File: config.mk
export PLATFORM = sky130hd
export DESIGN_NAME = dso_ui_ctrl
export DESIGN_NICKNAME = d
export VERILOG_FILES = /design/src/rtl/dso_ui_pkg.sv /design/src/rtl/dso_ui_ctrl_key_debounce.sv /design/src/rtl/dso_ui_ctrl.sv
export SDC_FILE = /design/constraint.sdc
export NUM_CORES = 1
export LEC_CHECK = 0
export BUFFER_PORTS_ARGS = -buffer_cell sky130_fd_sc_hd__buf_2
export CORE_ASPECT_RATIO = 0.9
export CORE_MARGIN = 2
export CORE_UTILIZATION = 55
export CTS_CLUSTER_DIAMETER = 120
export DETAILED_ROUTE_END_ITERATION = 7
export PLACE_DENSITY_LB_ADDON = 0.12
export SETUP_SLACK_MARGIN = 0.5
export SLEW_MARGIN = 25
export SYNTH_ARGS = -nofsm -noshare
export SYNTH_HDL_FRONTEND = slang
export SYNTH_HIERARCHICAL = 1
export SYNTH_SLANG_ARGS = --single-unit
File: constraint.sdc
create_clock -name sys_clk -period 2.7 [get_ports sys_clk]
set_input_delay 0.54 -clock sys_clk [delete_from_list [all_inputs] [get_ports sys_clk]]
set_output_delay 0.54 -clock sys_clk [all_outputs]
set_load 0.02 [all_outputs]
File: src/rtl/dso_ui_pkg.sv
// dso_ui_pkg: shared types, reset values and lookup data for the DSO front-panel controller.
package dso_ui_pkg;

   typedef enum logic [1:0] {
      MODE_LEVEL  = 2'd0,
      MODE_EDGE   = 2'd1,
      MODE_DECI   = 2'd2,
      MODE_VSCALE = 2'd3
   } mode_t;

   localparam logic        RST_WAVE_RUN   = 1'b1;
   localparam logic [7:0]  RST_TRIG_LEVEL = 8'd127;
   localparam logic        RST_TRIG_EDGE  = 1'b1;
   localparam logic [9:0]  RST_DECI_RATE  = 10'd1;
   localparam logic [2:0]  RST_VS_IDX     = 3'd3;
   localparam mode_t       RST_SEL_MODE   = MODE_LEVEL;

   localparam logic [7:0]  LEVEL_STEP     = 8'd4;
   localparam logic [7:0]  LEVEL_MAX      = 8'd255;
   localparam logic [9:0]  DECI_MAX       = 10'd512;
   localparam logic [9:0]  DECI_MIN       = 10'd1;
   localparam logic [2:0]  VS_IDX_MAX     = 3'd6;

   // v_scale code per index: bit4 = zoom-in, [3:0] = factor
   function automatic logic [4:0] vscale_lut(input logic [2:0] idx);
      logic [4:0] code;
      case (idx)
         3'd0:    code = 5'b0_0100;
         3'd1:    code = 5'b0_0010;
         3'd2:    code = 5'b1_0001;
         3'd3:    code = 5'b1_0010;
         3'd4:    code = 5'b1_0100;
         3'd5:    code = 5'b1_1000;
         default: code = 5'b1_1111;
      endcase
      return code;
   endfunction

   localparam logic [4:0]  RST_V_SCALE    = vscale_lut(RST_VS_IDX);

   // milliseconds to clock cycles; 64-bit product avoids overflow at 50 MHz
   function automatic int unsigned ms_to_cycles(input longint unsigned ms,
                                                input longint unsigned fs);
      return 32'((ms * fs) / 64'd1000);
   endfunction

endpackage

File: src/rtl/dso_ui_ctrl_key_debounce.sv
// key_debounce: 2-flop synchronizer, stability counter and press pulse for one active-low key.
module key_debounce #(
   parameter int unsigned DB_CYC = 1_000_000
) (
   input  logic clk,
   input  logic rst_n,
   input  logic key_raw,
   output logic level,
   output logic press
);

   localparam int unsigned CW = $clog2(DB_CYC + 1);

   logic [1:0]    sync;
   logic [CW-1:0] cnt;
   logic          armed;

   // Synchronizer flops reset to the pressed value so a key held through reset
   // never arms; arming needs a released sample after reset.
   always_ff @(posedge clk or negedge rst_n) begin
      if (!rst_n) begin
         sync  <= '0;
         level <= 1'b1;
         cnt   <= '0;
         armed <= 1'b0;
         press <= 1'b0;
      end else begin
         sync  <= {sync[0], key_raw};
         press <= 1'b0;
         if (sync[1]) armed <= 1'b1;
         if (sync[1] == level) begin
            cnt <= '0;
         end else if (cnt == CW'(DB_CYC - 1)) begin
            cnt   <= '0;
            level <= sync[1];
            press <= armed & level;
         end else begin
            cnt <= cnt + 1'b1;
         end
      end
   end

endmodule

File: src/rtl/dso_ui_ctrl.sv
// dso_ui_ctrl: front-panel key handling and acquisition parameter registers.
// Optional auto-repeat on up/down keys: define DSO_UI_AUTOREPEAT_EN.
module dso_ui_ctrl
   import dso_ui_pkg::*;
#(
   parameter int unsigned CLK_FS      = 50_000_000,
   parameter int unsigned DEBOUNCE_MS = 20,
   parameter int unsigned REPEAT_MS   = 200
) (
   input  logic       sys_clk,
   input  logic       sys_rst_n,
   input  logic       key_run,
   input  logic       key_mode,
   input  logic       key_up,
   input  logic       key_down,
   output logic       wave_run,
   output logic [7:0] trig_level,
   output logic       trig_edge,
   output logic [9:0] deci_rate,
   output logic [4:0] v_scale,
   output logic [1:0] sel_mode,
   output logic       param_chg
);

   localparam int unsigned DB_CYC = ms_to_cycles(DEBOUNCE_MS, CLK_FS);

   logic [3:0] key_lvl;
   logic       run_press, mode_press, up_press, down_press;
   logic       up_evt, down_evt, step_up, step_dn, chg;
   mode_t      mode_q, n_mode;
   logic [2:0] vs_idx, n_vidx;
   logic       n_run, n_edge;
   logic [7:0] n_level;
   logic [9:0] n_deci;

   key_debounce #(.DB_CYC(DB_CYC)) u_db_run (
      .clk(sys_clk), .rst_n(sys_rst_n), .key_raw(key_run),  .level(key_lvl[0]), .press(run_press));
   key_debounce #(.DB_CYC(DB_CYC)) u_db_mode (
      .clk(sys_clk), .rst_n(sys_rst_n), .key_raw(key_mode), .level(key_lvl[1]), .press(mode_press));
   key_debounce #(.DB_CYC(DB_CYC)) u_db_up (
      .clk(sys_clk), .rst_n(sys_rst_n), .key_raw(key_up),   .level(key_lvl[2]), .press(up_press));
   key_debounce #(.DB_CYC(DB_CYC)) u_db_down (
      .clk(sys_clk), .rst_n(sys_rst_n), .key_raw(key_down), .level(key_lvl[3]), .press(down_press));

`ifdef DSO_UI_AUTOREPEAT_EN
   localparam int unsigned RP_CYC = ms_to_cycles(REPEAT_MS, CLK_FS);
   localparam int unsigned RW     = $clog2(RP_CYC + 1);

   logic [1:0]    rep_act, rep_pls, ud_press, ud_lvl;
   logic [RW-1:0] rep_cnt [2];

   assign ud_press = {down_press, up_press};
   assign ud_lvl   = key_lvl[3:2];

   // Repeat timers run only after a genuine press and stop on debounced release
   always_ff @(posedge sys_clk or negedge sys_rst_n) begin
      if (!sys_rst_n) begin
         rep_act    <= '0;
         rep_pls    <= '0;
         rep_cnt[0] <= '0;
         rep_cnt[1] <= '0;
      end else begin
         for (int unsigned i = 0; i < 2; i++) begin
            rep_pls[i] <= 1'b0;
            if (ud_press[i]) begin
               rep_act[i] <= 1'b1;
               rep_cnt[i] <= '0;
            end else if (!rep_act[i] || ud_lvl[i]) begin
               rep_act[i] <= 1'b0;
               rep_cnt[i] <= '0;
            end else if (rep_cnt[i] == RW'(RP_CYC - 1)) begin
               rep_cnt[i] <= '0;
               rep_pls[i] <= 1'b1;
            end else begin
               rep_cnt[i] <= rep_cnt[i] + 1'b1;
            end
         end
      end
   end

   assign up_evt   = up_press   | (rep_pls[0] & (mode_q != MODE_EDGE));
   assign down_evt = down_press | (rep_pls[1] & (mode_q != MODE_EDGE));
`else
   assign up_evt   = up_press;
   assign down_evt = down_press;
`endif

   assign step_up  = up_evt & ~down_evt;
   assign step_dn  = down_evt & ~up_evt;
   assign sel_mode = mode_q;

   // Next parameter values; up/down act on the mode held before any mode event this cycle
   always_comb begin
      n_run   = wave_run;
      n_level = trig_level;
      n_edge  = trig_edge;
      n_deci  = deci_rate;
      n_vidx  = vs_idx;
      n_mode  = mode_q;
      if (run_press)  n_run  = ~wave_run;
      if (mode_press) n_mode = mode_t'(mode_q + 2'd1);
      case (mode_q)
         MODE_LEVEL: begin
            if (step_up)
               n_level = (trig_level > LEVEL_MAX - LEVEL_STEP) ? LEVEL_MAX : trig_level + LEVEL_STEP;
            else if (step_dn)
               n_level = (trig_level < LEVEL_STEP) ? '0 : trig_level - LEVEL_STEP;
         end
         MODE_EDGE: begin
            if (step_up || step_dn) n_edge = ~trig_edge;
         end
         MODE_DECI: begin
            if (step_up && deci_rate != DECI_MAX)      n_deci = deci_rate << 1;
            else if (step_dn && deci_rate != DECI_MIN) n_deci = deci_rate >> 1;
         end
         MODE_VSCALE: begin
            if (step_up && vs_idx != VS_IDX_MAX) n_vidx = vs_idx + 3'd1;
            else if (step_dn && vs_idx != '0)    n_vidx = vs_idx - 3'd1;
         end
         default: ;
      endcase
      chg = (n_run != wave_run) | (n_level != trig_level) | (n_edge != trig_edge) |
            (n_deci != deci_rate) | (n_vidx != vs_idx) | (n_mode != mode_q);
   end

   // Registered outputs with change strobe aligned to the update
   always_ff @(posedge sys_clk or negedge sys_rst_n) begin
      if (!sys_rst_n) begin
         wave_run   <= RST_WAVE_RUN;
         trig_level <= RST_TRIG_LEVEL;
         trig_edge  <= RST_TRIG_EDGE;
         deci_rate  <= RST_DECI_RATE;
         vs_idx     <= RST_VS_IDX;
         v_scale    <= RST_V_SCALE;
         mode_q     <= RST_SEL_MODE;
         param_chg  <= 1'b0;
      end else begin
         wave_run   <= n_run;
         trig_level <= n_level;
         trig_edge  <= n_edge;
         deci_rate  <= n_deci;
         vs_idx     <= n_vidx;
         v_scale    <= vscale_lut(n_vidx);
         mode_q     <= n_mode;
         param_chg  <= chg;
      end
   end

endmodule

==> metrics.csv <==
stage,metric,value,unit
outcome,outcome,completed,
floorplanning,fp.dieH,111,um
placed_design,dp_cells,881,
worst_setup_path,crit_buf_inv,1,
global_route,antenna_found_initial,0,
worst_setup_path,crit_path_frequent_cell,nand4_1,
routing,detail_route.first_pass.iterations,5,
final_layout,fin_util,64.0,%
routing,viasPerCell,5.90,
logic_synthesis,syn_inst,698,
logic_synthesis,synth_cell_types,61,
final_layout,layout-area-overhead-vs-synth,14.9,%
cts,cts_root_buffer,clkbuf_16,
cts,postCtsHoldBufs,0,
worst_setup_path,crit_required,2.97,ns
pwr,irDropWorstVdd,0.375,mV
worst_setup_path,crit_path_max_fanout,5,
floorplanning,pin_count,34,
logic_synthesis,async_flop_share,100,%
final_layout,mostFrequentLayoutCells,"dfrtp_1 (111), nor2_1 (86), nand2_1 (46)",
worst_hold_path,hp-class,input port to async pin,
final_layout,n_antenna_cell,0,
final_layout,final_common_cell,dfrtp_1,
cts,clk_pin_slew,0.06,ns
routing,drc,0,
sta,post-route-min-period,2.27,ns
cts,cts_tree,built,
sta,fin_skew,0.00563,ns
routing,vias,5454,
sta,setup_viol_count_final,0,
cts,clkSinkCount,131,
sta,finalSetupTns,0,ns
sta,tightest_slew,0.782,ns
cts,h-tree-depth,4,
sta,slew_viol_final,0,
placed_design,port_buffers,33,
worst_setup_path,slowest_delay,0.54,ns
floorplanning,rows,39,
worst_setup_path,crit_type,flop to flop,
logic_synthesis,synth-edff-count,0,
sta,rsz0062_at_grt,yes,
global_route,track_usage,23.3,%
logic_synthesis,synth_area,6980,um2
global_route,grt_max_degree,56,
final_layout,final_nets,771,
worst_setup_path,critPathLaunchType,flop,
global_route,grt_pass1_wl,25.3,mm
worst_setup_path,cp_top_family,compound AO/OA/AOI/OAI gates,
placed_design,post-dp-hpwl,9.94,mm
sta,slew_headroom,47.9,%
worst_setup_path,end_kind,flop,
floorplanning,die_area,13600,um2
final_layout,final_cells,925,
floorplanning,placeableCoreArea,12500,um2
routing,drt.antenna.violating_nets,0,
sta,max_clock_freq,0.440,GHz
logic_synthesis,ys.flop_type,dfrtp_1,
final_layout,fill_cells,1027,
pwr,p_total,4210,uW
logic_synthesis,syn_nets,721,
cts,cts-buffers-inserted,17,
logic_synthesis,yosysWarnings,6,
cts,clockBufferDepth,2,
pwr,power_leakage,0.00336,uW
floorplanning,die_x,123,um
logic_synthesis,synth-seq-cells,131,
routing,finalWirelength,15.0,mm
final_layout,drive_above_1_share,20.6,%
placed_design,place_congestion,0.932,
sta,finalHoldViolCount,0,
routing,drt_iter0_drc,484,
routing,wl_per_cell,16.2,um
floorplanning,initial_utilization,55.7,%
worst_setup_path,critPathArrivalTime,2.54,ns
sta,final.period_utilization,84.2,%
pwr,power_density,525,nW/um2
flow_run,maxCapViolCount,0,
cts,worstSkewPairLatency,0.41,ns
logic_synthesis,seq_area_frac_synth,47.3,%
global_route,grt_pass1_vias,5230,
worst_setup_path,critPathSlowestCell,dfstp_2,
global_route,grt_overflow_total,0,
logic_synthesis,synth_area_per_cell,10.0,um2
worst_setup_path,crit_chain,inv_2 > ha_1 > a21bo_2 > and4_1 > o21ai_2 > nand4_1 > a2111oi_4 > nand4_1,
-- metrics by stage --
| step | setup WS, ns | area, um2 | hold WS, ns |
|---|---|---|---|
| floorplan | 0.494 | 7040 | 0.244 |
| global placement | 0.351 | 7350 | 0.337 |
| detailed placement | 0.270 | 7350 | 0.341 |
| CTS | 0.444 | 7970 | 0.0689 |
| global route | 0.322 | 8020 | 0.0838 |
| finish | 0.427 | 8020 | 0.0565 |
-- worst register-to-register path, delay by kind of cell (launching register included) --
| family | cells | cell delay (ns) |
|---|---|---|
| buffers and inverters | 1 | 0.07 |
| DFF | 1 | 0.54 |
| and+or+nand+nor | 3 | 0.52 |
| AOI/OAI and AO/OA | 3 | 0.78 |
| adders and majority gates | 1 | 0.21 |
-- layer usage --
layer  track usage, %  wire, um  vias up
met1             33.5      7170     2636
met5                0         0        -
li1                 -         -     2625
met3             6.38       737       29
met2             34.3      6860      164
met4             7.59       209        0
-- cell type report --
type / instances / area (um2) / area share (%)
multi-input cells: 510 / 3490 / 43.5
well taps: 164 / 205 / 2.56
clock buffers: 21 / 450 / 5.62
clock inverters: 11 / 88.8 / 1.11
repair buffers: 55 / 353 / 4.40
flip-flops and latches: 131 / 3300 / 41.2
inverters: 33 / 130 / 1.62
-- Yosys cell counts, types with 4 or more instances --
library cell,count,area share (%)
and4b_1,4,0.57
a21oi_1,31,2.2
xnor2_1,40,5.0
o31ai_1,12,1.3
o21ai_0,19,1.4
nand2_1,46,2.5
nor3_2,4,0.57
ha_1,17,3.0
buf_6,4,0.65
nor4_1,17,1.5
nor2_1,86,4.6
or3_1,9,0.81
dfstp_2,18,6.8
buf_2,7,0.50
or4_1,12,1.3
o31ai_4,4,1.2
or2_4,4,0.50
dfrtp_1,113,41
mux2_2,4,0.65
a22o_1,7,0.88
clkbuf_1,12,0.65
nand4_1,29,2.6
nand3_1,44,3.2
nor4_2,4,0.72
and3_1,12,1.1
xor2_1,27,3.4
a31oi_1,4,0.36
nand4_4,4,1.2
or2_2,4,0.36
mux2i_1,4,0.57
inv_1,33,1.8
nand4b_1,4,0.50
nor3_1,10,0.72
and4_1,7,0.88
o22ai_1,6,0.54
-- timing repair --
action,CTS,global route
buffers inserted,7,5
pin swaps,4,2
gates resized for setup,11,2
endpoints found under the setup margin,5,6
-- final timing paths --
| kind | start | endpoint | slack (ns) | depth (start not counted) |
|---|---|---|---|---|
| hold reg to reg | u_db_run/sync[0] | u_db_run/sync[1] | 0.35 | 0 |
| setup / recovery | vs_idx[0] | param_chg | 0.43 | 8 |
| setup reg to reg | vs_idx[0] | param_chg | 0.43 | 8 |
| min in group sys_clk | key_run | u_db_run/sync[0] | 0.23 | 1 |
| max in group asynchronous | sys_rst_n | u_db_mode/level | 1.92 | 2 |
| hold / removal | sys_rst_n | u_db_up/cnt[11] | 0.06 | 1 |
-- cell families (layout without fill, tap and decap cells) --
logic type	count (synthesis)	in the layout	share of synthesized area, %
flip-flops	131	131	47.3
multiplexers	8	8	1.22
adder cells (fa/ha/maj)	17	17	3.05
buffers and inverters	57	120	3.64
AND/OR/NAND/NOR	310	310	25.1
AO/OA/AOI/OAI	108	108	11.3
XOR/XNOR	67	67	8.41
-- registers in the layout (all words and copies together) (netlist names), 2 cells and up --
signal / count
u_db_mode/cnt: 20
deci_rate: 10
vs_idx: 3
u_db_down/sync: 2
u_db_mode/sync: 2
u_db_up/sync: 2
u_db_run/cnt: 20
trig_level: 8
u_db_run/sync: 2
sel_mode: 2
u_db_up/cnt: 20
v_scale: 5
u_db_down/cnt: 20
-- report_power, final --
group	internal, uW	total, uW	leakage (uW)	switching (uW)
sequential	1990	2010	0.00171	20.1
clock	1280	2100	0.000266	826
combinational	29.2	104	0.00138	74.3
Power figures use the tool's default switching activity.
